===== src/rtl/bc_arbiter_if.sv =====
// Stream bundle shared by the two source ports and the link port of bc_arbiter.
// The slave modport is the arbiter's view; master is the environment's view.
interface bc_arbiter_if #(
    parameter int DATA_W = 16
);
    logic              avoid_in_valid;
    logic              avoid_in_rdy;
    logic [DATA_W-1:0] avoid_in_data;
    logic              ctrl_in_valid;
    logic              ctrl_in_rdy;
    logic [DATA_W-1:0] ctrl_in_data;
    logic              link_out_valid;
    logic              link_out_rdy;
    logic [DATA_W-1:0] link_out_data;
    logic              link_out_src;

    modport slave (
        input  avoid_in_valid,
        input  avoid_in_data,
        output avoid_in_rdy,
        input  ctrl_in_valid,
        input  ctrl_in_data,
        output ctrl_in_rdy,
        output link_out_valid,
        output link_out_data,
        output link_out_src,
        input  link_out_rdy
    );

    modport master (
        output avoid_in_valid,
        output avoid_in_data,
        input  avoid_in_rdy,
        output ctrl_in_valid,
        output ctrl_in_data,
        input  ctrl_in_rdy,
        input  link_out_valid,
        input  link_out_data,
        input  link_out_src,
        output link_out_rdy
    );
endinterface


===== src/rtl/bc_arbiter.sv =====
// Two-source burst arbiter: avoid and ctrl streams share one registered link,
// with bounded bursts, alternating tie-break and saturating per-source counters.
module bc_arbiter #(
    parameter int DATA_W    = 16,
    parameter int MAX_BURST = 4
) (
    input  logic        clk,
    input  logic        rst,
    bc_arbiter_if.slave bus,
    input  logic        cnt_clr,
    output logic [15:0] avoid_cnt,
    output logic [15:0] ctrl_cnt,
    output logic [1:0]  grant
);

    typedef enum logic [1:0] {
        IDLE    = 2'b00,
        GRANT_A = 2'b01,
        GRANT_C = 2'b10
    } state_t;

    // bcnt reaching this value means the current transfer completes the burst
    localparam logic [3:0] BURST_LAST = 4'(MAX_BURST - 1);

    state_t            state_r;
    logic [3:0]        bcnt_r;
    logic              last_src_r;
    logic              out_valid_r;
    logic [DATA_W-1:0] out_data_r;
    logic              out_src_r;
    logic [15:0]       avoid_cnt_r;
    logic [15:0]       ctrl_cnt_r;

    logic              load_ok_s;
    logic              avoid_rdy_s;
    logic              ctrl_rdy_s;
    logic              avoid_xfer_s;
    logic              ctrl_xfer_s;
    logic              in_xfer_s;
    logic [DATA_W-1:0] sel_data_s;
    logic              sel_src_s;

    function automatic logic [15:0] sat_inc(input logic [15:0] v);
        logic [15:0] r;
        if (v == 16'hFFFF) begin
            r = v;
        end else begin
            r = v + 16'd1;
        end
        return r;
    endfunction

    // Handshake qualification: only the granted source sees rdy, and only when the output stage can take a word
    always_comb begin
        load_ok_s   = !out_valid_r || bus.link_out_rdy;
        avoid_rdy_s = 1'b0;
        ctrl_rdy_s  = 1'b0;
        case (state_r)
            GRANT_A: avoid_rdy_s = load_ok_s;
            GRANT_C: ctrl_rdy_s  = load_ok_s;
            default: begin
                avoid_rdy_s = 1'b0;
                ctrl_rdy_s  = 1'b0;
            end
        endcase
        avoid_xfer_s = bus.avoid_in_valid && avoid_rdy_s;
        ctrl_xfer_s  = bus.ctrl_in_valid && ctrl_rdy_s;
        in_xfer_s    = avoid_xfer_s || ctrl_xfer_s;
        if (ctrl_xfer_s) begin
            sel_data_s = bus.ctrl_in_data;
            sel_src_s  = 1'b1;
        end else begin
            sel_data_s = bus.avoid_in_data;
            sel_src_s  = 1'b0;
        end
    end

    // Grant state machine with burst counter and last-served tracking
    always_ff @(posedge clk or posedge rst) begin
        if (rst) begin
            state_r    <= IDLE;
            bcnt_r     <= 4'd0;
            last_src_r <= 1'b1;
        end else begin
            case (state_r)
                IDLE: begin
                    bcnt_r <= 4'd0;
                    if (bus.avoid_in_valid && !bus.ctrl_in_valid) begin
                        state_r <= GRANT_A;
                    end else if (bus.ctrl_in_valid && !bus.avoid_in_valid) begin
                        state_r <= GRANT_C;
                    end else if (bus.avoid_in_valid && bus.ctrl_in_valid) begin
                        // tie goes to whichever source was not served last
                        state_r <= last_src_r ? GRANT_A : GRANT_C;
                    end else begin
                        state_r <= IDLE;
                    end
                end
                GRANT_A: begin
                    if (avoid_xfer_s) begin
                        last_src_r <= 1'b0;
                        if (bcnt_r == BURST_LAST) begin
                            bcnt_r  <= 4'd0;
                            state_r <= bus.ctrl_in_valid ? GRANT_C : GRANT_A;
                        end else begin
                            bcnt_r <= bcnt_r + 4'd1;
                        end
                    end else if (!bus.avoid_in_valid) begin
                        bcnt_r  <= 4'd0;
                        state_r <= bus.ctrl_in_valid ? GRANT_C : IDLE;
                    end else begin
                        state_r <= GRANT_A;
                    end
                end
                GRANT_C: begin
                    if (ctrl_xfer_s) begin
                        last_src_r <= 1'b1;
                        if (bcnt_r == BURST_LAST) begin
                            bcnt_r  <= 4'd0;
                            state_r <= bus.avoid_in_valid ? GRANT_A : GRANT_C;
                        end else begin
                            bcnt_r <= bcnt_r + 4'd1;
                        end
                    end else if (!bus.ctrl_in_valid) begin
                        bcnt_r  <= 4'd0;
                        state_r <= bus.avoid_in_valid ? GRANT_A : IDLE;
                    end else begin
                        state_r <= GRANT_C;
                    end
                end
                default: begin
                    state_r <= IDLE;
                    bcnt_r  <= 4'd0;
                end
            endcase
        end
    end

    // Output stage: loads on an input transfer, otherwise drains on a link transfer and holds under backpressure
    always_ff @(posedge clk or posedge rst) begin
        if (rst) begin
            out_valid_r <= 1'b0;
            out_data_r  <= '0;
            out_src_r   <= 1'b0;
        end else if (in_xfer_s) begin
            out_valid_r <= 1'b1;
            out_data_r  <= sel_data_s;
            out_src_r   <= sel_src_s;
        end else if (bus.link_out_rdy) begin
            out_valid_r <= 1'b0;
        end else begin
            out_valid_r <= out_valid_r;
        end
    end

    // Saturating accepted-word counters; a clear wins over a same-cycle increment
    always_ff @(posedge clk or posedge rst) begin
        if (rst) begin
            avoid_cnt_r <= 16'd0;
            ctrl_cnt_r  <= 16'd0;
        end else if (cnt_clr) begin
            avoid_cnt_r <= 16'd0;
            ctrl_cnt_r  <= 16'd0;
        end else begin
            if (avoid_xfer_s) begin
                avoid_cnt_r <= sat_inc(avoid_cnt_r);
            end else begin
                avoid_cnt_r <= avoid_cnt_r;
            end
            if (ctrl_xfer_s) begin
                ctrl_cnt_r <= sat_inc(ctrl_cnt_r);
            end else begin
                ctrl_cnt_r <= ctrl_cnt_r;
            end
        end
    end

    assign bus.avoid_in_rdy   = avoid_rdy_s;
    assign bus.ctrl_in_rdy    = ctrl_rdy_s;
    assign bus.link_out_valid = out_valid_r;
    assign bus.link_out_data  = out_data_r;
    assign bus.link_out_src   = out_src_r;
    assign avoid_cnt          = avoid_cnt_r;
    assign ctrl_cnt           = ctrl_cnt_r;
    assign grant              = state_r;

endmodule


===== src/flat_wrapper.sv =====
// flat-port wrapper written by rule: the top's interface ports become plain ports
module bc_arbiter_flat 
#(
    parameter int DATA_W    = 16,
    parameter int MAX_BURST = 4
)
  (clk, rst, cnt_clr, avoid_cnt, ctrl_cnt, grant, bus_avoid_in_valid, bus_avoid_in_data, bus_avoid_in_rdy, bus_ctrl_in_valid, bus_ctrl_in_data, bus_ctrl_in_rdy, bus_link_out_valid, bus_link_out_data, bus_link_out_src, bus_link_out_rdy);
  bc_arbiter_if #(.DATA_W(DATA_W)) bus_i ();
  input  logic clk;
  input  logic rst;
  input  logic cnt_clr;
  output logic [15:0] avoid_cnt;
  output logic [15:0] ctrl_cnt;
  output logic [1:0] grant;
  input wire logic [$bits(bus_i.avoid_in_valid)-1:0] bus_avoid_in_valid;
  input wire logic [$bits(bus_i.avoid_in_data)-1:0] bus_avoid_in_data;
  output wire logic [$bits(bus_i.avoid_in_rdy)-1:0] bus_avoid_in_rdy;
  input wire logic [$bits(bus_i.ctrl_in_valid)-1:0] bus_ctrl_in_valid;
  input wire logic [$bits(bus_i.ctrl_in_data)-1:0] bus_ctrl_in_data;
  output wire logic [$bits(bus_i.ctrl_in_rdy)-1:0] bus_ctrl_in_rdy;
  output wire logic [$bits(bus_i.link_out_valid)-1:0] bus_link_out_valid;
  output wire logic [$bits(bus_i.link_out_data)-1:0] bus_link_out_data;
  output wire logic [$bits(bus_i.link_out_src)-1:0] bus_link_out_src;
  input wire logic [$bits(bus_i.link_out_rdy)-1:0] bus_link_out_rdy;
  assign bus_i.avoid_in_valid = bus_avoid_in_valid;
  assign bus_i.avoid_in_data = bus_avoid_in_data;
  assign bus_avoid_in_rdy = bus_i.avoid_in_rdy;
  assign bus_i.ctrl_in_valid = bus_ctrl_in_valid;
  assign bus_i.ctrl_in_data = bus_ctrl_in_data;
  assign bus_ctrl_in_rdy = bus_i.ctrl_in_rdy;
  assign bus_link_out_valid = bus_i.link_out_valid;
  assign bus_link_out_data = bus_i.link_out_data;
  assign bus_link_out_src = bus_i.link_out_src;
  assign bus_i.link_out_rdy = bus_link_out_rdy;
  bc_arbiter #(.DATA_W(DATA_W), .MAX_BURST(MAX_BURST)) u_core (.clk(clk), .rst(rst), .bus(bus_i), .cnt_clr(cnt_clr), .avoid_cnt(avoid_cnt), .ctrl_cnt(ctrl_cnt), .grant(grant));
endmodule

===== config.mk =====
export PLATFORM = sky130hd
export DESIGN_NAME = bc_arbiter_flat
export DESIGN_NICKNAME = d
export VERILOG_FILES = /design/src/rtl/bc_arbiter_if.sv /design/src/rtl/bc_arbiter.sv /design/src/flat_wrapper.sv
export SDC_FILE = /design/constraint.sdc
export NUM_CORES = 1
export LEC_CHECK = 0
export ABC_AREA = 1
export CAP_MARGIN = 30
export CORE_MARGIN = 3
export CORE_UTILIZATION = 25
export CTS_BUF_LIST = sky130_fd_sc_hd__clkbuf_8
export DETAILED_ROUTE_END_ITERATION = 16
export GPL_TIMING_DRIVEN = 1
export REMOVE_ABC_BUFFERS = 1
export SLEW_MARGIN = 0
export SYNTH_ARGS = -nofsm -noshare
export SYNTH_HDL_FRONTEND = slang
export SYNTH_SLANG_ARGS = --single-unit

===== constraint.sdc =====
create_clock -name clk -period 4 [get_ports clk]
set_input_delay 0.4 -clock clk [delete_from_list [all_inputs] [get_ports clk]]
set_output_delay 0.4 -clock clk [all_outputs]
set_load 0.01 [all_outputs]

## After elaboration in Yosys (flattened, before gate mapping)

Index checks and enable logic that the tools add are counted.

| word-level totals | value |
|---|---|
| memory bits (read-only) | 0 |
| bits in writable memories | 0 |
| memories | 0 |
| latch bits | 0 |
| register bits after elaboration | 57 |

| cells by class | value |
|---|---|
| eq/ne operators | 13 |
| multiply operators | 0 |
| shift-type cells | 0 |
| $add $sub $neg | 3 |
| div/mod/pow operators | 0 |
| bitwise gates (word level) | 0 |
| reductions and logical operators | 20 |
| order comparisons | 0 |
| mux-type cells | 36 |

Operators with widths:

| operator | count |
|---|---|
| $mux 16 | 7 |
| $add 16x1->16 const B | 2 |
| $eq 16x16->1 const B | 2 |
| $mux 2 | 13 |
| $mux 4 | 5 |
| $mux 1 | 8 |
| $pmux 4 s2 | 1 |
| $reduce_and 2->1 | 4 |
| $reduce_bool 2->1 | 4 |
| $ne 3x2->1 const B | 2 |
| $ne 3x3->1 const B | 2 |
| $pmux 2 s3 | 1 |
| $logic_and 1x1->1 | 5 |
| $add 4x1->4 const B | 1 |
| $eq 4x2->1 const B | 1 |
| $ne 2x1->1 const B | 2 |
| $ne 2x2->1 const B | 2 |
| $logic_not 1->1 | 3 |
| $reduce_and 3->1 | 1 |
| $eq 2x1->1 const B | 1 |
| $eq 2x2->1 const B | 1 |
| $logic_not 2->1 | 1 |
| $logic_or 1x1->1 | 2 |
| $pmux 1 s2 | 1 |

## Logic depth before layout (Yosys ltp)

Gate-level depths: netlist of run 1.

| depth | value |
|---|---|
| depth in word-level cells | 6 |
| gate-level depth with buffers | 11 |
| depth with buffers taken out | 11 |

## Least setup slack after synthesis of run 1

No wires, ideal clock.

| timing path | value |
|---|---|
| path type | reg-to-reg |
| start | register u_core.avoid_cnt_r[0], in the netlist u_core.avoid_cnt[0] |
| end | register u_core.avoid_cnt_r[1], in the netlist u_core.avoid_cnt[1] |
| data required time | 3.874 ns |
| data arrival time | 1.482 ns |
| setup slack | 2.392 ns |
| stages on the path, launching flop included | 10 |
| clock period less this slack | 1.608 ns |
| cells stage by stage | dfrtp_1 -> ha_1 -> inv_1 -> nor2_4 -> nand2_2 -> nor2_1 -> nand2_1 -> nand2_4 -> buf_6 -> o21ai_0 |

| on the way | value |
|---|---|
| longest elaborated chain between the ends | 4 |
| elaborated cells between the ends (all ways) | 7 |
| classes of those cells | 1 x add/sub; 2 x eq/ne; 3 x mux; 1 x reduce/logical |

RTL lines:

| item | line | RTL |
|---|---|---|
| start: declaration | bc_arbiter.sv:31 | `logic [15:0] avoid_cnt_r;` |
| start signal: assignment | bc_arbiter.sv:166 | `avoid_cnt_r <= sat_inc(avoid_cnt_r);` |
| start signal: assignment | bc_arbiter.sv:168 | `avoid_cnt_r <= avoid_cnt_r;` |
| $add 16x1->16 | bc_arbiter.sv:48 | `r = v + 16'd1;` |
| $mux 16 | bc_arbiter.sv:45 | `if (v == 16'hFFFF) begin` |
| $mux 16 | bc_arbiter.sv:165 | `if (avoid_xfer_s) begin` |
| $mux 16 | bc_arbiter.sv:161 | `end else if (cnt_clr) begin` |

Several ways; a longest one is shown, not always the timed one. The select of a mux whose other input is x is not followed.
A chain may end at the register's enable or synchronous reset.

## Final worst setup path of run 1

| timing path | value |
|---|---|
| start | input port cnt_clr |
| end | register u_core.avoid_cnt_r[7], in the netlist u_core.avoid_cnt[7] |

| on the way | value |
|---|---|
| longest elaborated chain between the ends | 2 |
| elaborated cells between the ends (all ways) | 4 |
| classes of those cells | 1 x eq/ne; 1 x mux; 2 x reduce/logical |

RTL lines:

| item | line | RTL |
|---|---|---|
| start: declaration | flat_wrapper.sv:11 | `input logic cnt_clr;` |
| $ne 2x2->1 (no line) or $reduce_bool 2->1 (tied branches) | - |  |
| $reduce_and 2->1 (no line) | - |  |

Several ways; a longest one is shown, not always the timed one.

==> impl_metrics.env, run 1 <==
export IMPL_grt_pass1_wl_um=16200
export IMPL_power_switching_mw=0.756
export IMPL_placeableCoreArea_sq_um=13300
export IMPL_num_antenna_cells=0
export IMPL_clk_pwr_share_pct=29.9
export IMPL_globalRouteMet2Util_pct=21.8
export IMPL_post_synth_inst_count=480
export IMPL_critPathArrivalTime_ns=2.75
export IMPL_fin_tns_setup_ns=0
export IMPL_worst_setup_path_start_kind="input port"
export IMPL_clock_tree_htree_level_count=3
export IMPL_crit_required_ns=4.23
export IMPL_grt_pass1_vias=3304
export IMPL_fillCellCount=1410
export IMPL_skew_ns=0.00743
export IMPL_detailedRoute_firstPassIterationCount=4
export IMPL_slew_viol_final=0
export IMPL_synth_top_flop_cell="dfrtp_1"
export IMPL_r2r_slack_ns=1.53
export IMPL_cts_sink_count=57
export IMPL_leakage_component_of_the_power_nw=2.00
export IMPL_worst_hold_path_type="reg2reg"
export IMPL_fp_dieW_um=123
export IMPL_place_ws_ns=1.14
export IMPL_cts_repair_timing_setup_buffer_count=0
export IMPL_synth_top_cell_by_area="dfrtp_1"
export IMPL_setup_repair_after_global_routing_missed_its_margin="false"
export IMPL_grt_overflow_total=0
export IMPL_worst_pin_slew_ns=0.875
export IMPL_dp_final_hpwl_um=7110
export IMPL_numCtsBuffers=9
export IMPL_synth_enable_flop_cells=0
export IMPL_power_frac_comb_pct=34.6
export IMPL_grt_met1_usage_pct=17.2
export IMPL_number_of_vias_in_the_routed_layout=3480
export IMPL_ys_types=29
export IMPL_hold_buf_count_cts=0
export IMPL_start_util_pct=25.7
export IMPL_placementRows=42
export IMPL_sequential_cell_area_fraction_in_the_yosys_report_pct=41.6
export IMPL_num_nets_final=617
export IMPL_final_core_utilization_pct=35.5
export IMPL_report_final_hold_viol_count=0
export IMPL_power_density_nw_per_um2=472
export IMPL_crit_type="in2reg"
export IMPL_intPower_mw=1.48
export IMPL_min_delay_path_depth=2
export IMPL_initial_antenna_violation_count=0
export IMPL_floorplan_die_area_sq_um=15200
export IMPL_reg2regPathDepth=11
export IMPL_seqPwrFrac_pct=35.5
export IMPL_cts_root_buf="clkbuf_8"
export IMPL_crit_path_end_kind="flip-flop"
export IMPL_outcome="finished, final reports clean"
export IMPL_finalCriticalPeriod_ns=2.52
export IMPL_vdd_ir_drop_max_v=0.000230
export IMPL_timing_fmax_mhz=397
export IMPL_power_switching_share_pct=33.8
export IMPL_grt_util_all_layers_pct=13.4
export IMPL_drc=0
export IMPL_max_slew_margin_pct=41.6
export IMPL_fin_hold_ws_ns=0.481
export IMPL_clkTransAtPathRegs_ns=0.07
export IMPL_area_growth_syn_to_layout_pct=38.1
export IMPL_io_pin_count=92
export IMPL_synthesis_yosys_warnings=0
export IMPL_totalWireLength_um=9650
export IMPL_clk_path_buf_depth=2
export IMPL_netlist_top_cells_area="dfrtp_1 (41%), nand2_1 (16%), nor2_1 (6.3%)"
export IMPL_routed_wire_length_per_instance_um=12.8
export IMPL_initialDrtViolationCount=231
export IMPL_tritoncts="yes"
export IMPL_route_detailed_vias_per_inst=4.62
export IMPL_postSynth_asyncResetShare_pct=100
export IMPL_floorplan_die_height_um=123
export IMPL_port_buffers=91
export IMPL_busiest_layer="met2"
export IMPL_period_share_pct=63.0
export IMPL_global_placement_routability_congestion=0.830
export IMPL_synth_area_sq_um=3440
export IMPL_post_route_worst_setup_slack_ns=1.48
export IMPL_synth_ff_latch_count=57
export IMPL_grt_max_degree=39
export IMPL_grt_util_met3_pct=4.30
export IMPL_syn_area_per_cell_sq_um=7.16
export IMPL_synth_top_cell_area_share_pct=40.8
export IMPL_clk_insertion_delay_late_ns=0.33
export IMPL_finalSetupViolCount=0
export IMPL_synth_cells_most_frequent="nand2_1 (151), nor2_1 (58), dfrtp_1 (56)"
export IMPL_antenna_violating_nets_post_route=0
export IMPL_drive_above_1_share_pct=5.89
export IMPL_post_synth_top_count_cell="nand2_1"
export IMPL_timing_critical_path_fanout_max=27
export IMPL_max_cap_violations=0
export IMPL_post_cts_resized=0
-- path summary, 6_finish.rpt --
| path | to | from |
|---|---|---|
| max | u_core.avoid_cnt[7] | cnt_clr |
| min | u_core.bus.link_out_src | u_core.bus.link_out_src |
| max reg2reg | u_core.grant[0] | u_core.grant[0] |
| min reg2reg | u_core.bus.link_out_src | u_core.bus.link_out_src |
| max in group asynchronous | u_core.ctrl_cnt[3] | rst |
| min in group asynchronous | u_core.ctrl_cnt[13] | rst |
-- critical path, stage by stage --
cell,delay [ns]
clkdlybuf4s50_1,0.70
inv_1,0.80
nand2_1,0.23
nand2_4,0.28
inv_1,0.18
nand2_1,0.10
nand2_1,0.05
-- layout by cell type (no fill, tap or decap), types with 2 or more instances in the layout --
| master | synthesis | layout |
|---|---|---|
| nor2_4 | 3 | 3 |
| inv_1 | 44 | 44 |
| buf_4 | 0 | 2 |
| o21ai_1 | 25 | 25 |
| bufinv_16 | 0 | 3 |
| xnor2_1 | 2 | 2 |
| o211ai_1 | 2 | 2 |
| nand4_1 | 10 | 10 |
| ha_1 | 7 | 7 |
| clkdlybuf4s50_1 | 0 | 91 |
| a21oi_1 | 2 | 2 |
| o21bai_1 | 6 | 6 |
| nand3_1 | 35 | 35 |
| nand2_2 | 6 | 6 |
| nor2_2 | 2 | 2 |
| inv_2 | 1 | 2 |
| nor3b_1 | 2 | 2 |
| nand2_1 | 151 | 151 |
| o21ai_0 | 35 | 35 |
| nand2_4 | 2 | 2 |
| clkbuf_8 | 0 | 10 |
| dfrtp_1 | 56 | 56 |
| nor2_1 | 58 | 58 |
| nor3_1 | 3 | 3 |
| xor2_1 | 11 | 11 |
-- state kept, by name, indices dropped and copies added (netlist names) --
signal,count
u_core.bcnt_r,4
u_core.ctrl_cnt,16
u_core.avoid_cnt,16
u_core.last_src_r,1
u_core.bus.link_out_data,16
u_core.bus.link_out_valid,1
u_core.bus.link_out_src,1
u_core.grant,2
-- power groups by stage --
| stage | clock network, mW | logic (mW) | registers, mW |
|---|---|---|---|
| floorplan | 0 | 0.332 | 0.837 |
| global placement | 0 | 0.772 | 0.802 |
| detailed placement | 0 | 0.780 | 0.800 |
| CTS | 0.690 | 0.786 | 0.795 |
| global route | 0.713 | 0.870 | 0.811 |
| finish | 0.670 | 0.775 | 0.794 |
-- stage by stage --
| step | total power, mW | instances | cell area (sq um) |
|---|---|---|---|
| 5_1_grt | 2.39 | 753 | 4740 |
| 3_5_place_dp | 1.58 | 737 | 4500 |
| 3_3_place_gp | 1.57 | 737 | 4500 |
| 4_1_cts | 2.27 | 753 | 4740 |
| 6_report | 2.24 | 753 | 4740 |
| 2_1_floorplan | 1.17 | 468 | 3350 |
-- layout make-up --
cell class,instances,area (sq um),share of cell area (%)
Clock buffer,10,138,2.90
Tap cell,176,220,4.64
Sequential cell,57,1430,30.1
Inverter,46,173,3.64
Clock inverter,6,106,2.24
Timing Repair Buffer,93,926,19.5
Multi-Input combinational cell,365,1750,37.0
-- per-layer routing --
layer	share of wire (%)	up-vias
li1	-	1731
met4	0.80	0
met5	0	-
met3	8.0	7
met1	45	1615
met2	46	127
-- cell families after synthesis --
logic type / Yosys count / synth area share (%)
simple gates: 272 / 33.7
compound gates: 73 / 11.5
buf+inv: 58 / 7.39
flops: 57 / 41.6
xor+xnor: 13 / 3.31
fa+ha+maj: 7 / 2.55
Power figures use the tool's default switching activity.
==> inputs of run 2 (changes only) <==
Clock period 4 ns to 2.3 ns, I/O delays scaled along.
==> run 2 against run 1 <==
Clock skew fell by 0.0013 ns. Critical path depth fell by 2. Highest routed layer unchanged. Combinational power grew 75%. Largest power group unchanged. Die area stayed put. Via count down 0.92%. Worst hold slack worse by 0.21 ns. Count of clock-buffer cells in the layout unchanged. Critical path type is now reg2out. Worst setup slack lost 1.2 ns. Register-to-register slack worse by 1.3 ns.
==> impl_metrics.env, run 2 (synthesized netlist as in run 1, its figures left out) <==
export IMPL_outcome="finished, final reports clean"
export IMPL_fp_dieW_um=123
export IMPL_finalSetupViolCount=0
export IMPL_post_cts_resized=0
export IMPL_timing_critical_path_fanout_max=4
export IMPL_dp_cells=743
export IMPL_grt_pass1_vias=3380
export IMPL_power_density_nw_per_um2=775
export IMPL_routed_wire_length_per_instance_um=12.5
export IMPL_grt_util_all_layers_pct=13.4
export IMPL_antenna_violating_nets_post_route=0
export IMPL_max_cap_violations=0
export IMPL_r2r_start="u_core.grant[1]"
export IMPL_placed_cell_area_sq_um=4550
export IMPL_max_slew_margin_pct=71.3
export IMPL_clock_tree_htree_level_count=3
export IMPL_grt_max_degree=33
export IMPL_num_antenna_cells=0
export IMPL_port_buffers=91
export IMPL_number_of_vias_in_the_routed_layout=3448
export IMPL_crit_type="reg2out"
export IMPL_intPower_mw=2.37
export IMPL_numCtsBuffers=9
export IMPL_power_switching_share_pct=35.4
export IMPL_seqPwrFrac_pct=37.6
export IMPL_drive_above_1_share_pct=6.52
export IMPL_worst_hold_path_type="in2async"
export IMPL_report_final_hold_viol_count=0
export IMPL_leakage_component_of_the_power_nw=2.01
export IMPL_vdd_ir_drop_max_v=0.000383
export IMPL_clk_path_buf_depth=2
export IMPL_clk_insertion_delay_late_ns=0.34
export IMPL_setup_repair_after_global_routing_missed_its_margin="false"
export IMPL_worst_setup_path_start_kind="flip-flop"
export IMPL_power_frac_comb_pct=36.9
export IMPL_finalCriticalPeriod_ns=2.05
export IMPL_critPathArrivalTime_ns=1.82
export IMPL_crit_required_ns=2.07
export IMPL_placementRows=42
export IMPL_cp_startpoint="u_core.grant[1]"
export IMPL_initial_antenna_violation_count=0
export IMPL_detailedRoute_firstPassIterationCount=4
export IMPL_power_switching_mw=1.30
export IMPL_design_area_sq_um=4730
export IMPL_placeableCoreArea_sq_um=13300
export IMPL_dp_final_hpwl_um=7170
export IMPL_io_pin_count=92
export IMPL_route_detailed_vias_per_inst=4.54
export IMPL_floorplan_die_height_um=123
export IMPL_crit_path_end_kind="output port"
export IMPL_cts_sink_count=57
export IMPL_global_placement_routability_congestion=0.828
export IMPL_totalWireLength_um=9470
export IMPL_hold_buf_count_cts=0
export IMPL_mostFrequentLayoutCell="nand2_1"
export IMPL_grt_pass1_wl_um=16200
export IMPL_num_nets_final=623
export IMPL_worst_pin_slew_ns=0.431
export IMPL_clk_pwr_share_pct=25.4
export IMPL_grt_overflow_total=0
export IMPL_initialDrtViolationCount=289
export IMPL_floorplan_die_area_sq_um=15200
export IMPL_timing_fmax_mhz=489
export IMPL_drc=0
export IMPL_start_util_pct=25.7
export IMPL_slew_viol_final=0
export IMPL_clkTransAtPathRegs_ns=0.07
export IMPL_skew_ns=0.00609
export IMPL_period_share_pct=89.0
export IMPL_layoutNonFillerInstCount=759
export IMPL_final_cell_mix="nand2_1 (151), clkdlybuf4s50_1 (91), nor2_1 (58), dfrtp_1 (56), inv_1 (46)"
export IMPL_cts_repair_timing_setup_buffer_count=0
export IMPL_area_growth_syn_to_layout_pct=37.8
export IMPL_fin_tns_setup_ns=0
export IMPL_tritoncts="yes"
export IMPL_cts_root_buf="clkbuf_8"
## run 2: cell types whose count changed in the layout (fill, tap and decap cells not counted)
cell	delta
clkinv_2	+1
inv_1	+2
bufinv_16	-2
clkinvlp_4	-1
buf_4	+6
## run 2: final timing paths
kind	end	slack (ns)	cells past startpoint
min in group clk	u_core.bus.link_out_data[8]	0.45	3
hold / removal	u_core.bcnt_r[2]	0.27	3
max in group asynchronous	u_core.avoid_cnt[9]	1.67	3
setup reg to reg	u_core.avoid_cnt[5]	0.27	10
hold reg to reg	u_core.bus.link_out_src	0.47	2
setup / recovery	bus_avoid_in_rdy	0.25	5
## run 2: area by class of cell
class | instances | area (sq um)
fill | 1455 | 8610
multi-input combinational | 365 | 1750
sequential | 57 | 1430
timing repair buffer | 99 | 971
tap | 176 | 220
inverter | 46 | 173
clock buffer | 10 | 138
clock inverter | 6 | 51.3
## run 2: worst max-delay path, stage by stage (launching register included)
cell	delay, ns
dfrtp_1	0.42
inv_1	0.11
ha_1	0.22
inv_1	0.06
nor2_1	0.11
clkdlybuf4s50_1	0.56
## run 2: power by group through the flow
stage	combinational, mW	clock [mW]	sequential (mW)
after global routing	1.53	1.02	1.41
after global placement	1.35	0	1.39
after floorplan	0.578	0	1.45
after CTS	1.38	0.967	1.38
final	1.36	0.932	1.38
after detailed placement	1.38	0	1.39
## run 2: per-layer routing
layer,GRT usage [%],up-vias,wire length (um)
met5,0,-,0
li1,-,1737,-
met1,16.9,1592,4430
met2,21.6,103,4240
met4,5.40,0,195
met3,3.66,16,610
## run 2: per-stage QoR
step           total power, mW  util (%)  setup WS, ns  hold WS (ns)
4_1_cts                   3.73      35.5         0.222         0.280
5_1_grt                   3.96      35.5        0.0848         0.290
2_1_floorplan             2.03         -         0.201         0.355
3_3_place_gp              2.74      34.1         0.315         0.467
6_report                  3.67      35.5         0.254         0.273
3_5_place_dp              2.76      34.1         0.236         0.462
